### config.mk
export PLATFORM = sky130hd
export DESIGN_NAME = imm_ext_arbiter
export DESIGN_NICKNAME = d
export VERILOG_FILES = /design/src/rtl/imm_ext_arbiter.sv
export SDC_FILE = /design/constraint.sdc
export NUM_CORES = 1
export LEC_CHECK = 0
export CORE_ASPECT_RATIO = 1.1
export CORE_MARGIN = 2
export CORE_UTILIZATION = 39
export CTS_CLUSTER_SIZE = 20
export DETAILED_ROUTE_END_ITERATION = 16
export GPL_TIMING_DRIVEN = 1
export PLACE_DENSITY_LB_ADDON = 0.15
export SLEW_MARGIN = 15
export SYNTH_ARGS = -nofsm -noshare
export SYNTH_HDL_FRONTEND = slang
export SYNTH_SLANG_ARGS = --single-unit
### constraint.sdc
create_clock -name clk -period 4.35 [get_ports clk]
set_clock_uncertainty 0.05 [all_clocks]
set_input_delay 1.0875 -clock clk [delete_from_list [all_inputs] [get_ports clk]]
set_output_delay 1.0875 -clock clk [all_outputs]
set_load 0.01 [all_outputs]
### src/rtl/imm_ext_arbiter.sv
// Round-robin arbiter in front of a shared immediate-extension unit
// (sext8 / sext11 / zext8) with a single registered, stallable output stage.
module imm_ext_arbiter #(
   parameter int NREQ = 4
) (
   input  logic                      clk,
   input  logic                      reset,
   input  logic [NREQ-1:0]           req_valid,
   input  logic [2*NREQ-1:0]         req_mode,
   input  logic [11*NREQ-1:0]        req_imm,
   output logic [NREQ-1:0]           req_ready,
   output logic                      out_valid,
   input  logic                      out_ready,
   output logic [31:0]               out_data,
   output logic [$clog2(NREQ)-1:0]   out_slot,
   output logic                      out_err
);

   localparam int IW = $clog2(NREQ);

   typedef enum logic [1:0] {
      MODE_SEXT8   = 2'b00,
      MODE_SEXT11  = 2'b01,
      MODE_ZEXT8   = 2'b10,
      MODE_ILLEGAL = 2'b11
   } mode_e;

   logic [IW-1:0] rr_q, rr_d;
   logic          out_valid_q, out_valid_d;
   logic [31:0]   out_data_q, out_data_d;
   logic [IW-1:0] out_slot_q, out_slot_d;
   logic          out_err_q, out_err_d;

   logic          out_free;
   logic          grant_found;
   logic          transfer;
   logic [IW-1:0] grant_idx;
   logic [IW-1:0] cand;
   logic [1:0]    mode_a [NREQ];
   logic [10:0]   imm_a  [NREQ];
   mode_e         grant_mode;
   logic [10:0]   grant_imm;
   logic [31:0]   ext_data;
   logic          ext_err;

   always_comb begin
      for (int i = 0; i < NREQ; i++) begin
         mode_a[i] = req_mode[2*i +: 2];
         imm_a[i]  = req_imm[11*i +: 11];
      end
   end

   assign out_free = !out_valid_q || out_ready;

   // NREQ is a power of two, so the IW-bit add wraps the search index for free.
   always_comb begin
      // NOTE: every combinational output gets a default first so no path infers a latch.
      grant_found = 1'b0;
      grant_idx   = '0;
      cand        = '0;
      for (int i = 0; i < NREQ; i++) begin
         cand = rr_q + IW'(i);
         if (!grant_found && req_valid[cand]) begin
            grant_found = 1'b1;
            grant_idx   = cand;
         end
      end
   end

   assign transfer  = grant_found && out_free && !reset;
   assign req_ready = transfer ? (NREQ'(1) << grant_idx) : '0;

   assign grant_mode = mode_e'(mode_a[grant_idx]);
   assign grant_imm  = imm_a[grant_idx];

   always_comb begin
      ext_data = '0;
      ext_err  = 1'b0;
      case (grant_mode)
         MODE_SEXT8:  ext_data = {{24{grant_imm[7]}}, grant_imm[7:0]};
         MODE_SEXT11: ext_data = {{21{grant_imm[10]}}, grant_imm};
         MODE_ZEXT8:  ext_data = {24'h0, grant_imm[7:0]};
         default:     ext_err  = 1'b1;
      endcase
   end

   always_comb begin
      rr_d        = rr_q;
      out_valid_d = out_valid_q;
      out_data_d  = out_data_q;
      out_slot_d  = out_slot_q;
      out_err_d   = out_err_q;
      if (transfer) begin
         rr_d        = grant_idx + IW'(1);
         out_valid_d = 1'b1;
         out_data_d  = ext_data;
         out_slot_d  = grant_idx;
         out_err_d   = ext_err;
      end else if (out_ready) begin
         out_valid_d = 1'b0;
      end
   end

   always_ff @(posedge clk or posedge reset) begin
      if (reset) begin
         rr_q        <= '0;
         out_valid_q <= 1'b0;
         out_data_q  <= '0;
         out_slot_q  <= '0;
         out_err_q   <= 1'b0;
      end else begin
         // NOTE: non-blocking assignments so every register samples pre-edge values.
         rr_q        <= rr_d;
         out_valid_q <= out_valid_d;
         out_data_q  <= out_data_d;
         out_slot_q  <= out_slot_d;
         out_err_q   <= out_err_d;
      end
   end

   assign out_valid = out_valid_q;
   assign out_data  = out_data_q;
   assign out_slot  = out_slot_q;
   assign out_err   = out_err_q;

endmodule

**Word level (Yosys, flattened, before mapping)**

Cells that the tools add are included.

- $add $sub $neg: 4
- $lt $le $gt $ge: 5
- Eq/ne operators: 2
- Shift-type cells: 1
- Mux-type cells: 27
- Bitwise operators: 1
- Reductions and logical operators: 14

Operators by type and width:

| operator | number |
|---|---|
| one-hot mux 32 bit (3 select lines) | 1 |
| binary-select mux 11 bit (select 2 bit) | 1 |
| 2-to-1 mux 11 bit | 2 |
| less-than comparator 2 x 3 -> 1 bit, second input constant | 4 |
| 2-to-1 mux 2 bit | 6 |
| 2-to-1 mux 1 bit | 11 |
| binary-select mux 1 bit (select 2 bit) | 4 |
| logical AND 1 bit | 5 |
| logical NOT 1 bit | 5 |
| adder 2 x 1 -> 2 bit, second input constant | 2 |
| adder 2 bit, second input constant | 2 |
| binary-select mux 2 bit (select 2 bit) | 1 |
| 2-to-1 mux 4 bit | 1 |
| left shift 1 x 2 -> 4 bit, first input constant | 1 |
| >= comparator 3 bit, second input constant | 1 |
| inverter 2 -> 3 bit | 1 |
| OR reduction 3 bit | 1 |
| equality test 2 x 1 -> 1 bit, second input constant | 1 |
| equality test 2 bit, second input constant | 1 |
| logical NOT 2 bit | 1 |
| nonzero test 2 bit | 1 |
| logical OR 1 bit | 1 |

- Flip-flop bits (word level): 38
- Input port bits: 59
- Output and inout bits: 40
- Logic and storage cells: 59

**Longest topological paths before layout**

- Depth after elaboration: 19
- Depth in mapped cells: 10
- Mapped depth without buffers: 7

**Worst setup path before layout**

No wires, ideal clock.

- Path type: input -> output
- Start: input reset
- End: output req_ready[0]
- Arrival time: 2.441 ns
- Data required time: 3.213 ns
- Slack: 0.772 ns
- Stages: 6
- Path buffers: 2
- Cells stage by stage: inv_1 o41ai_1 nand2b_1 clkbuf_1 buf_1 nor2_1

- Cells in the longest elaborated chain, start to end: 3

Ends and longest elaborated chain:

| item | RTL line | text |
|---|---|---|
| start: declaration | 7 | `input logic reset,` |
| logical NOT 1 bit (no source line) | - |  |
| logical AND 1 bit | 70 | `assign transfer = grant_found && out_free && !reset;` |
| 2-to-1 mux 4 bit | 71 | `assign req_ready = transfer ? (NREQ'(1) << grant_idx) : '0;` |
| end: declaration | 11 | `output logic [NREQ-1:0] req_ready,` |

No other way between the ends.

**Worst setup path in the final report**

- Start: input req_valid[2]
- End: output req_ready[2]

- Cells in the longest elaborated chain, start to end: 15
- Elaborated cells between the ends (all ways): 26
- Those cells by class: shift (1); mux (17); reduce/logical (8)

Ends and longest elaborated chain:

| item | RTL line | text |
|---|---|---|
| start: declaration | 8 | `input logic [NREQ-1:0] req_valid,` |
| binary-select mux 1 bit (select 2 bit) | 63 | `if (!grant_found && req_valid[cand]) begin` |
| 2-to-1 mux 1 bit (implied by the code) | 63 |  |
| 2-to-1 mux 1 bit | 63 |  |
| logical NOT 1 bit | 63 |  |
| logical AND 1 bit | 63 |  |
| 2-to-1 mux 1 bit | 63 |  |
| logical NOT 1 bit | 63 |  |
| logical AND 1 bit | 63 |  |
| 2-to-1 mux 1 bit | 63 |  |
| logical NOT 1 bit | 63 |  |
| logical AND 1 bit | 63 |  |
| 2-to-1 mux 1 bit | 63 |  |
| logical AND 1 bit (2 in a row) | 70 |  |
| 2-to-1 mux 4 bit * | 71 |  |

Mark *: on every way between the ends. The rest lies on a longest branch, timed or not. The select of a mux whose other input is x is not followed.

==> metrics.md <==
| Metric | Value |
|---|---|
| Final WS setup | `between 100 and 150 ps` |
| Routability cong. | `between 0.7 and 0.8` |
| Total iterations of the first detailed-routing run | `4` |
| Die H | `68.29 um` |
| Area Growth Syn to Fin | `62.85%` |
| Final wirelength | `between 3000 and 4000 um` |
| Peak supply drop | `a little under 0.0002 V` |
| Most area-consuming cells after synthesis | `dfrtp_1 29%, mux2i_1 19%, buf_4 12%` |
| Mux contribution to synthesized area | `between 20% and 30%` |
| Multi-input gate area | `~800 um2` |
| Boundary pin count | `99` |
| FF+latch area | `roughly 430 um2` |
| Final period util | `96.94%` |
| Vias | `1397` |
| Largest net degree at the start of global routing | `28` |
| Synth warn | `0` |
| Detailed Place HPWL | `about 3100 um` |
| Cell Rows | `23` |
| Pre-CTS setup slack | `-45.00 ps` |
| Vias in the first global route | `~1400` |
| Initial Utilization | `roughly 40%` |
| FF+latch count, synth | `17` |
| Die W | `62.44 um` |
| Worst slew margin | `63.36%` |
| Top-area cell type share of the netlist area | `29.04%` |
| Worst Setup Start Kind | `input pin` |
| Post-CTS Setup Repair Bufs | `0` |
| Compound-cell area share of the yosys netlist | `around 14%` |
| Fin. max-slew vios | `0` |
| Post-synth cell types | `27` |
| CP max FO | `6` |
| DRC viols | `0` |
| Cts bufs inserted | `3` |
| Nets | `300` |
| Fin. Hold Viols | `0` |
| Setup TNS | `0 ps` |
| Fill cells | `roughly 330` |
| Fin util | `about two thirds` |
| Post-synth top cells | `28 x mux2i_1, 23 x buf_4, 21 x nand2_1` |
| Worst path most repeated cell | `clkdlybuf4s50_1` |
| Cell count after synthesis | `between 150 and 200` |
| Core Region | `~3600 um2` |
| Post-Synth XOR/XNOR Area | `0%` |
| Status | `finished clean` |
| Crit path max-delay cell type | `clkdlybuf4s50_1` |
| Min cycle time layout | `approximately 4200 ps` |
| Worst-case clock buffer depth | `2` |
| Simple-gate area share of the yosys netlist | `under 10%` |
| Unrepaired setup endpoints after global routing | `no` |
| Arrival @ worst endpoint | `slightly above 3000 ps` |
| Max-cap violations | `0` |
| Cell chain of the critical path | `clkdlybuf4s50_1, or3b_1, o221ai_4, ha_1, inv_1, nor2_1, clkdlybuf4s50_1` |
| CTS Root Cell | `clkbuf_8` |
| Setup CP Type | `in -> out` |
| Syn Nets | `between 200 and 250` |
| HP Class | `reg -> reg` |
| Top FF cell, synth | `dfrtp_1` |
| Most common cell in the netlist | `mux2i_1` |
| Post-Synth Adder-Cell Area | `about 3.4%` |
| Power per cell area | `484.7 nW/um2` |
| Mapped Area | `roughly 1500 um2` |
| Gr usage total | `about 17%` |
| H-tree levels | `1` |
| Worst Max-Slew Pin Slew | `549.6 ps` |
| Register clock-pin slew on the reported worst setup and hold paths | `around 70 ps` |
| Synth area leader | `dfrtp_1` |
| DR WL/cell | `13.14 um` |
| Asr flop ratio synth | `100.0%` |
| CP bufs+invs | `3` |
| TritonCTS clock tree | `built` |
| EDFF count, synth | `0` |
| DRT antenna net count | `0` |
| Die ar. | `about 4300 um2` |
| Final setup viols | `0` |
| Overflow after GRT | `0` |
| Antenna violations before repair | `0` |
| N_diodes | `0` |
| Port Buf Inserts | `a little under 100` |
| DR iter-0 viols | `between 40 and 50` |
| DP Cell Count | `282` |
| Leak | `around 1.1 nW` |
| Worst path required time | `between 3000 and 4000 ps` |
| Sequential fraction of the synthesis area | `between 20% and 30%` |
| First-pass GRT wire length | `5940 um` |
| Via density | `between 4 and 5` |
| Ratio of cells with drive above 1 in the final layout | `approximately 8.9%` |
| Worst path max stage delay | `approximately 550 ps` |
| Final std cells w/o fill | `286` |
| CTS Sinks | `17` |
| Clock latency on the worst-skew pair | `about 250 ps` |
| FMAX | `roughly 240 MHz` |
| Largest family of logic cells by synthesized area | `multiplexers` |
| Syn_area_per_cell | `9.100 um2` |
| Worst Setup End Kind | `output pin` |
| Top delay family on crit path | `buffers and inverters` |
==> cells in the final DEF (no fill, tap or decap) <==
| master | count |
|---|---|
| clkinv_2 | 1 |
| nor2_1 | 4 |
| nand2_1 | 21 |
| o2bb2a_1 | 1 |
| mux2i_4 | 1 |
| inv_1 | 9 |
| a21o_1 | 1 |
| ha_1 | 4 |
| dlymetal6s2s_1 | 2 |
| a21oi_1 | 3 |
| mux2i_1 | 28 |
| and2_1 | 1 |
| a21boi_1 | 1 |
| buf_4 | 4 |
| a211oi_1 | 1 |
| or2_2 | 1 |
| nand2b_1 | 2 |
| o31ai_1 | 7 |
| a21bo_2 | 1 |
| o21ai_0 | 15 |
| dfrtp_1 | 17 |
| clkdlybuf4s50_1 | 96 |
| or3b_1 | 1 |
| o41ai_1 | 1 |
| clkbuf_8 | 3 |
| o221ai_4 | 1 |
| mux2_2 | 9 |
==> stage by stage <==
stage	total power, mW	hold WS, ps	cell area [um2]
floorplan	0.7722	466.2	1465
global placement	1.022	411.4	2335
detailed placement	1.051	419.2	2335
CTS	1.172	435.3	2381
global route	1.241	468.7	2386
finish	1.157	434.1	2386
==> cells by family (layout without fill, tap and decap cells) <==
kind of cell               count (synthesis)  count (layout)
buffers and inverters                     40             115
muxes                                     38              38
AOI/OAI and AO/OA                         32              32
and+or+nand+nor                           30              30
DFF                                       17              17
adders and majority gates                  4               4
==> worst paths after layout <==
check,depth (start not counted),slack (ps),startpoint,end
max in group asynchronous,3,2930,reset,out_data[2]$_DFFE_PP0P_
min reg2reg,2,430,out_data[4]$_DFFE_PP0P_,out_data[4]$_DFFE_PP0P_
max,7,130,req_valid[2],req_ready[2]
max reg2reg,7,1680,rr_q[1]$_DFFE_PP0P_,out_err$_DFFE_PP0P_
min,2,430,out_data[4]$_DFFE_PP0P_,out_data[4]$_DFFE_PP0P_
min in group asynchronous,3,1120,reset,rr_q[1]$_DFFE_PP0P_
==> worst min-delay path, delay by kind of cell, from the launching register on <==
| family | cells | cell delay (ps) |
|---|---|---|
| DFF | 1 | 350 |
| AOI/OAI and AO/OA | 1 | 50 |
| and+or+nand+nor | 1 | 50 |
==> flip-flops by register name (all words and copies together) (netlist names) <==
signal / cells
out_data: 11
out_slot: 2
rr_q: 2
out_err: 1
out_valid: 1
==> per-layer routing <==
layer  wire length [um]  global-route usage, %
met1               1414                  17.58
met5                  0                      0
met4                 44                  6.389
met3                309                  4.441
met2               1990                  35.22
==> what timing repair did <==
action | CTS | global route
gates resized for setup | 1 | 2
gates cloned | 0 | 0
endpoints found under the setup margin | 2 | 3
hold buffers | 0 | 0
endpoints found under the hold margin | 0 | 0
==> where the power goes <==
part,internal [mW],switching [mW]
logic,0.437,0.317
registers,0.220,0.0631
clock network,0.0635,0.0563
total,0.721,0.436
==> final cells by class <==
cell class / instances / share of cell area [%]
clock buffers: 3 / 1.730
clock inverters: 1 / 0.2098
inverters: 9 / 1.416
multi-input cells: 104 / 33.61
flip-flops and latches: 17 / 17.83
well taps: 50 / 2.622
repair buffers: 102 / 42.58
Note: power is estimated with default switching activity, not from simulation.
==> patch 1, RTL diff (same settings) <==
`out_data_q` no longer has a reset.
--- a/src/rtl/imm_ext_arbiter.sv
+++ b/src/rtl/imm_ext_arbiter.sv
@@ -105,17 +105,19 @@
       if (reset) begin
          rr_q        <= '0;
          out_valid_q <= 1'b0;
-         out_data_q  <= '0;
          out_slot_q  <= '0;
          out_err_q   <= 1'b0;
       end else begin
          // NOTE: non-blocking assignments so every register samples pre-edge values.
          rr_q        <= rr_d;
          out_valid_q <= out_valid_d;
-         out_data_q  <= out_data_d;
          out_slot_q  <= out_slot_d;
          out_err_q   <= out_err_d;
       end
+   end
+
+   always_ff @(posedge clk) begin
+      out_data_q <= out_data_d;
    end
 
    assign out_valid = out_valid_q;
Behaviour: differs if reset is asserted again (counterexample within 4 cycles, from zero or initial values and one cycle with reset high); with reset held inactive, the same outputs for 10 cycles.
==> patch 1 against the original RTL <==
Area after synthesis rose by 0.51%; worst setup slack got worse by 42 ps; sequential power is 2% lower; clock power down 8%; count of clock-buffer cells in the layout rose by 1; sequential cell count stayed put; routed wire length increased by 2.3%; register-to-register slack gained 400 ps; design area is 4.6% higher; power is 3.9% lower; first-iteration DRC count rose by 8.9%.
==> patch 1: results (changes against the original RTL) <==
{| class="wikitable"
! Metric !! Value
|-
| Run status || complete, no violations
|-
| Met1 layer wirelength in the final routing || 1570 um (+11%)
|-
| Overall Global Routing Usage || 0.186 (+0.0114)
|-
| Wire length reported by the detailed router || 3840 um (+2.3%)
|-
| Internal reg-to-reg setup slack || 2080 ps (+400 ps)
|-
| Min-Delay Startpoint || out_slot[1]
|-
| Sum of net half-perimeters after detailed placement || 3220 um (+4.3%)
|-
| Post-synth EDFFs || 11 (+11)
|-
| Share of synthesized area occupied by flip-flops and latches || 0.326 (+0.0359)
|-
| Critical path peak fanout || 5 (-1)
|-
| Number of different library cells in the post-synthesis netlist || 39 (+44%)
|-
| Ranking of synthesized cells by area || sky130_fd_sc_hd__edfxtp_1 22%, sky130_fd_sc_hd__buf_4 11%, sky130_fd_sc_hd__dfrtp_1 10%, sky130_fd_sc_hd__nand3_1 8.5%, sky130_fd_sc_hd__nand2_1 7.6%
|-
| Routability congestion estimate || 0.752 (+2.0%)
|-
| Startpoint of the worst register-to-register path || rr_q[0]
|-
| Share of final-layout standard cells stronger than drive strength 1 || 0.127 (+0.0379)
|-
| Most instantiated cells after synthesis || 30 x sky130_fd_sc_hd__nand2_1, 25 x sky130_fd_sc_hd__nand3_1, 21 x sky130_fd_sc_hd__buf_4
|-
| Number of cells traversed by the worst register-to-register path || 8 (+1)
|-
| Met2 routed wirelength || 1960 um (-1.4%)
|-
| Peak supply drop || 208 uV (+6.7%)
|-
| Net Count, Synth || 234 (+4.5%)
|-
| CP arrival || 3120 ps (+40 ps)
|-
| End point of the most critical hold path || out_slot[1]
|-
| Slew of the pin with the lowest slew margin || 531 ps (-18.4 ps)
|-
| Share of async-settable or async-resettable flops after synthesis || 0.353 (-0.647)
|-
| Fin nets || 324 (+8.0%)
|-
| WHS || 458 ps (+24.1 ps)
|-
| Via density per instance || 4.86 (-0.41%)
|}
-- patch 1: changes by cell type in the layout (fill, tap and decap cells not counted), sizes merged, moves of 4 or more --
cell,unedited run,this run
nand2,21,31
nand3,0,26
o31ai,7,0
o2111ai,0,4
o21ai,15,9
edfxtp,0,11
buf,4,14
and3,0,8
dfrtp,17,6
mux2i,29,2
-- patch 1: kinds of logic (layout without fill, tap and decap cells) --
group                      Yosys count  in the layout  share of synthesized area
AOI/OAI and AO/OA                   30             30                      0.169
adders and majority gates            4              4                     0.0340
buffers and inverters               36            125                      0.151
DFF                                 17             17                      0.326
muxes                                8              8                     0.0620
and+or+nand+nor                     76             76                      0.257
-- patch 1: layout make-up --
type / instances / area, um2 / area share
inverters: 9 / 38.8 / 0.0155
clock buffers: 4 / 45.0 / 0.0180
well taps: 50 / 62.6 / 0.0251
repair buffers: 112 / 1090 / 0.438
multi-input cells: 118 / 776 / 0.311
flip-flops and latches: 17 / 480 / 0.192
-- patch 1: metal layers --
metal	up-vias	global-route usage
met1	667	0.222
met4	0	0.0583
met5	-	0
li1	763	-
met2	76	0.343
met3	2	0.0362
-- patch 1: power breakdown --
part           switching [mW]  internal (mW)  total, mW
logic                   0.335          0.387      0.722
clock network          0.0467         0.0647      0.111
registers              0.0365          0.242      0.278
total                   0.418          0.694       1.11
-- patch 1: worst max path at each step --
| stage | startpoint | end | cells after the start |
|---|---|---|---|
| 3_3_place_gp | req_valid[2] | req_ready[1] | 8 |
| 3_5_place_dp | req_valid[2] | req_ready[1] | 8 |
| 4_1_cts | req_valid[2] | req_ready[1] | 8 |
| 6_report | req_valid[2] | req_ready[2] | 7 |
| 5_1_grt | req_valid[2] | req_ready[2] | 7 |
| 2_1_floorplan | req_valid[2] | req_ready[1] | 7 |
-- patch 1: worst reg2reg max path, delay by kind of cell (launching register included) --
| family | cells | cell delay (ps) |
|---|---|---|
| compound gates | 4 | 1190 |
| simple gates | 2 | 210 |
| buf+inv | 2 | 260 |
| flops | 1 | 400 |
-- patch 1: per-stage QoR --
stage	utilization	setup WS, ps
CTS	0.686	43.2
global route	0.688	20.8
finish	0.688	91.6
global placement	0.673	75.9
floorplan	-	711
detailed placement	0.673	56.6
-- patch 1: what timing repair did --
item                                    CTS  global route
buffers inserted                          0             0
gates resized for setup                   0             4
endpoints found under the setup margin    0             3
==> patch 2, RTL diff (same flow settings) <==
Without the edit above. Set the parameter `NREQ` to 2 (it was 4).
--- a/src/rtl/imm_ext_arbiter.sv
+++ b/src/rtl/imm_ext_arbiter.sv
@@ -1,7 +1,7 @@
 // Round-robin arbiter in front of a shared immediate-extension unit
 // (sext8 / sext11 / zext8) with a single registered, stallable output stage.
 module imm_ext_arbiter #(
-   parameter int NREQ = 4
+   parameter int NREQ = 2
 ) (
    input  logic                      clk,
    input  logic                      reset,
Interface: changed (5 resized); port bits go from 99 to 68. The function was not compared with the original's and may differ.
==> patch 2 against the original RTL <==
Clock power is 34% lower; sequential cell count is 2 lower; worst setup slack better by 250 ps; power is 58% lower; area after synthesis is 34% lower; die area is 32% lower; design area is 36% lower; routed wire length is 43% lower; critical endpoint is now req_ready[1]; largest cell class unchanged; largest power group unchanged.
==> patch 2: results (changes against the original RTL) <==
{| class="wikitable"
! Metric !! Value
|-
| Internal reg-to-reg setup slack || 2760 ps (+1080 ps)
|-
| Clk pin slew, worst setup/hold paths || 90 ps (+20 ps)
|-
| Largest net degree at the start of global routing || 26 (-7.1%)
|-
| Xor-xnor portion of the synthesized cell area || 0 (unchanged)
|-
| Share of cell area taken by muxes after synthesis || 0.117 (-0.158)
|-
| Run status || complete, no violations
|-
| Highest cell delay on the worst timing path || 570 ps (+20 ps)
|-
| Largest family of logic cells by synthesized area || buffers and inverters
|-
| Number of global-route vias before repair || 810 (-42%)
|-
| Wire length reported by the detailed router || 2130 um (-43%)
|-
| Share of synthesized area occupied by flip-flops and latches || 0.387 (+0.0967)
|-
| Pleak || 0.673 nW (-36%)
|-
| Via density per instance || 4.79 (-1.9%)
|-
| Net Count, Synth || 128 (-43%)
|-
| Most instantiated cells after synthesis || 22 x sky130_fd_sc_hd__buf_4, 15 x sky130_fd_sc_hd__dfrtp_1, 14 x sky130_fd_sc_hd__nand2_1
|-
| Post-CTS sizing || 0 (-1)
|-
| Post-Synth Adder-Cell Area || 0 (-0.0342)
|-
| Ranking of synthesized cells by area || sky130_fd_sc_hd__dfrtp_1 39%, sky130_fd_sc_hd__buf_4 17%, sky130_fd_sc_hd__o31ai_1 8.5%, sky130_fd_sc_hd__mux2i_1 8.3%, sky130_fd_sc_hd__nand2_1 5.4%
|-
| Peak supply drop || 195 uV (about the same)
|-
| Overall Global Routing Usage || 0.160 (-0.0144)
|-
| Critical-path cell with the highest stage delay || sky130_fd_sc_hd__clkdlybuf4s50_1
|-
| Headroom to the max-slew limit || 0.638 (+0.00405)
|-
| Dominant synthesized flop cell || sky130_fd_sc_hd__dfrtp_1
|-
| Routability congestion estimate || 0.756 (+2.6%)
|-
| CP arrival || 2830 ps (-250 ps)
|-
| Initial DRC count || 12 (-73%)
|-
| Sum of net half-perimeters after detailed placement || 1730 um (-44%)
|-
| First-pass GRT wire length || 3540 um (-40%)
|-
| Fin nets || 176 (-41%)
|-
| Critical path peak fanout || 25 (+19)
|-
| Share of Yosys cell area claimed by the top area cell type || 0.387 (+0.0967)
|-
| Fraction of the mapped netlist area in compound gates || 0.138 (-0.000279)
|-
| Number of different library cells in the post-synthesis netlist || 21 (-22%)
|-
| Clk root buf || sky130_fd_sc_hd__clkbuf_4
|-
| Share of final-layout standard cells stronger than drive strength 1 || 0.0694 (-0.0195)
|-
| Skew-Pair Late Insertion Delay || 280 ps (+30 ps)
|-
| Port Buffers || 67 (-32%)
|}
[patch 2: kinds of logic after synthesis]
family,after synthesis
flip-flops,15
multiplexers,10
AND/OR/NAND/NOR,26
buffers and inverters,28
AO/OA/AOI/OAI,18
[patch 2: path summary, 6_finish.rpt]
check / startpoint / to / depth (start not counted)
worst min-delay path: out_data[5] / out_data[5] / 2
min in group asynchronous: reset / out_valid / 2
worst max-delay path: req_valid[1] / req_ready[1] / 5
max in group asynchronous: reset / out_data[9] / 2
worst min register to register: out_data[5] / out_data[5] / 2
worst max register to register: rr_q / out_err / 5
[patch 2: where the power goes]
group,total (mW),leakage (nW),internal (mW),switching [mW]
clock,0.0795,0.0177,0.0341,0.0453
sequential,0.182,0.188,0.163,0.0193
combinational,0.227,0.467,0.141,0.0854
[patch 2: metal layers]
layer | global-route usage | share of wire | vias up | wire length (um)
li1 | - | - | 413 | -
met4 | 0.0451 | 0.011 | 0 | 23
met3 | 0.0399 | 0.074 | 4 | 158
met5 | 0 | 0 | - | 0
met1 | 0.169 | 0.39 | 376 | 819
met2 | 0.304 | 0.53 | 41 | 1120
[patch 2: metrics by stage]
stage          std cells  instance area, um2  total power, mW  setup slack (ps)  hold slack (ps)
4_1_cts              174                1530            0.496               380              442
5_1_grt              174                1530            0.521               275              465
3_3_place_gp         170                1500            0.410               435              412
2_1_floorplan         97                 970            0.312              1360              441
3_5_place_dp         170                1500            0.415               383              420
6_report             174                1530            0.488               381              435
[patch 2: worst reg2reg max path, cell delays in order, from the launching register on]
cell and delay (ps):
sky130_fd_sc_hd__dfrtp_1 380, sky130_fd_sc_hd__nand2b_4 160, sky130_fd_sc_hd__nand2_2 70, sky130_fd_sc_hd__buf_4 250
sky130_fd_sc_hd__mux2i_4 410, sky130_fd_sc_hd__mux2_2 210
[patch 2: area by class of cell]
cell class,instances,area [um2]
clock inverters,1,5.00
inverters,3,11.3
fillers,205,771
flip-flops and latches,15,375
multi-input cells,54,397
repair buffers,68,678
clock buffers,3,22.5
well taps,30,37.5
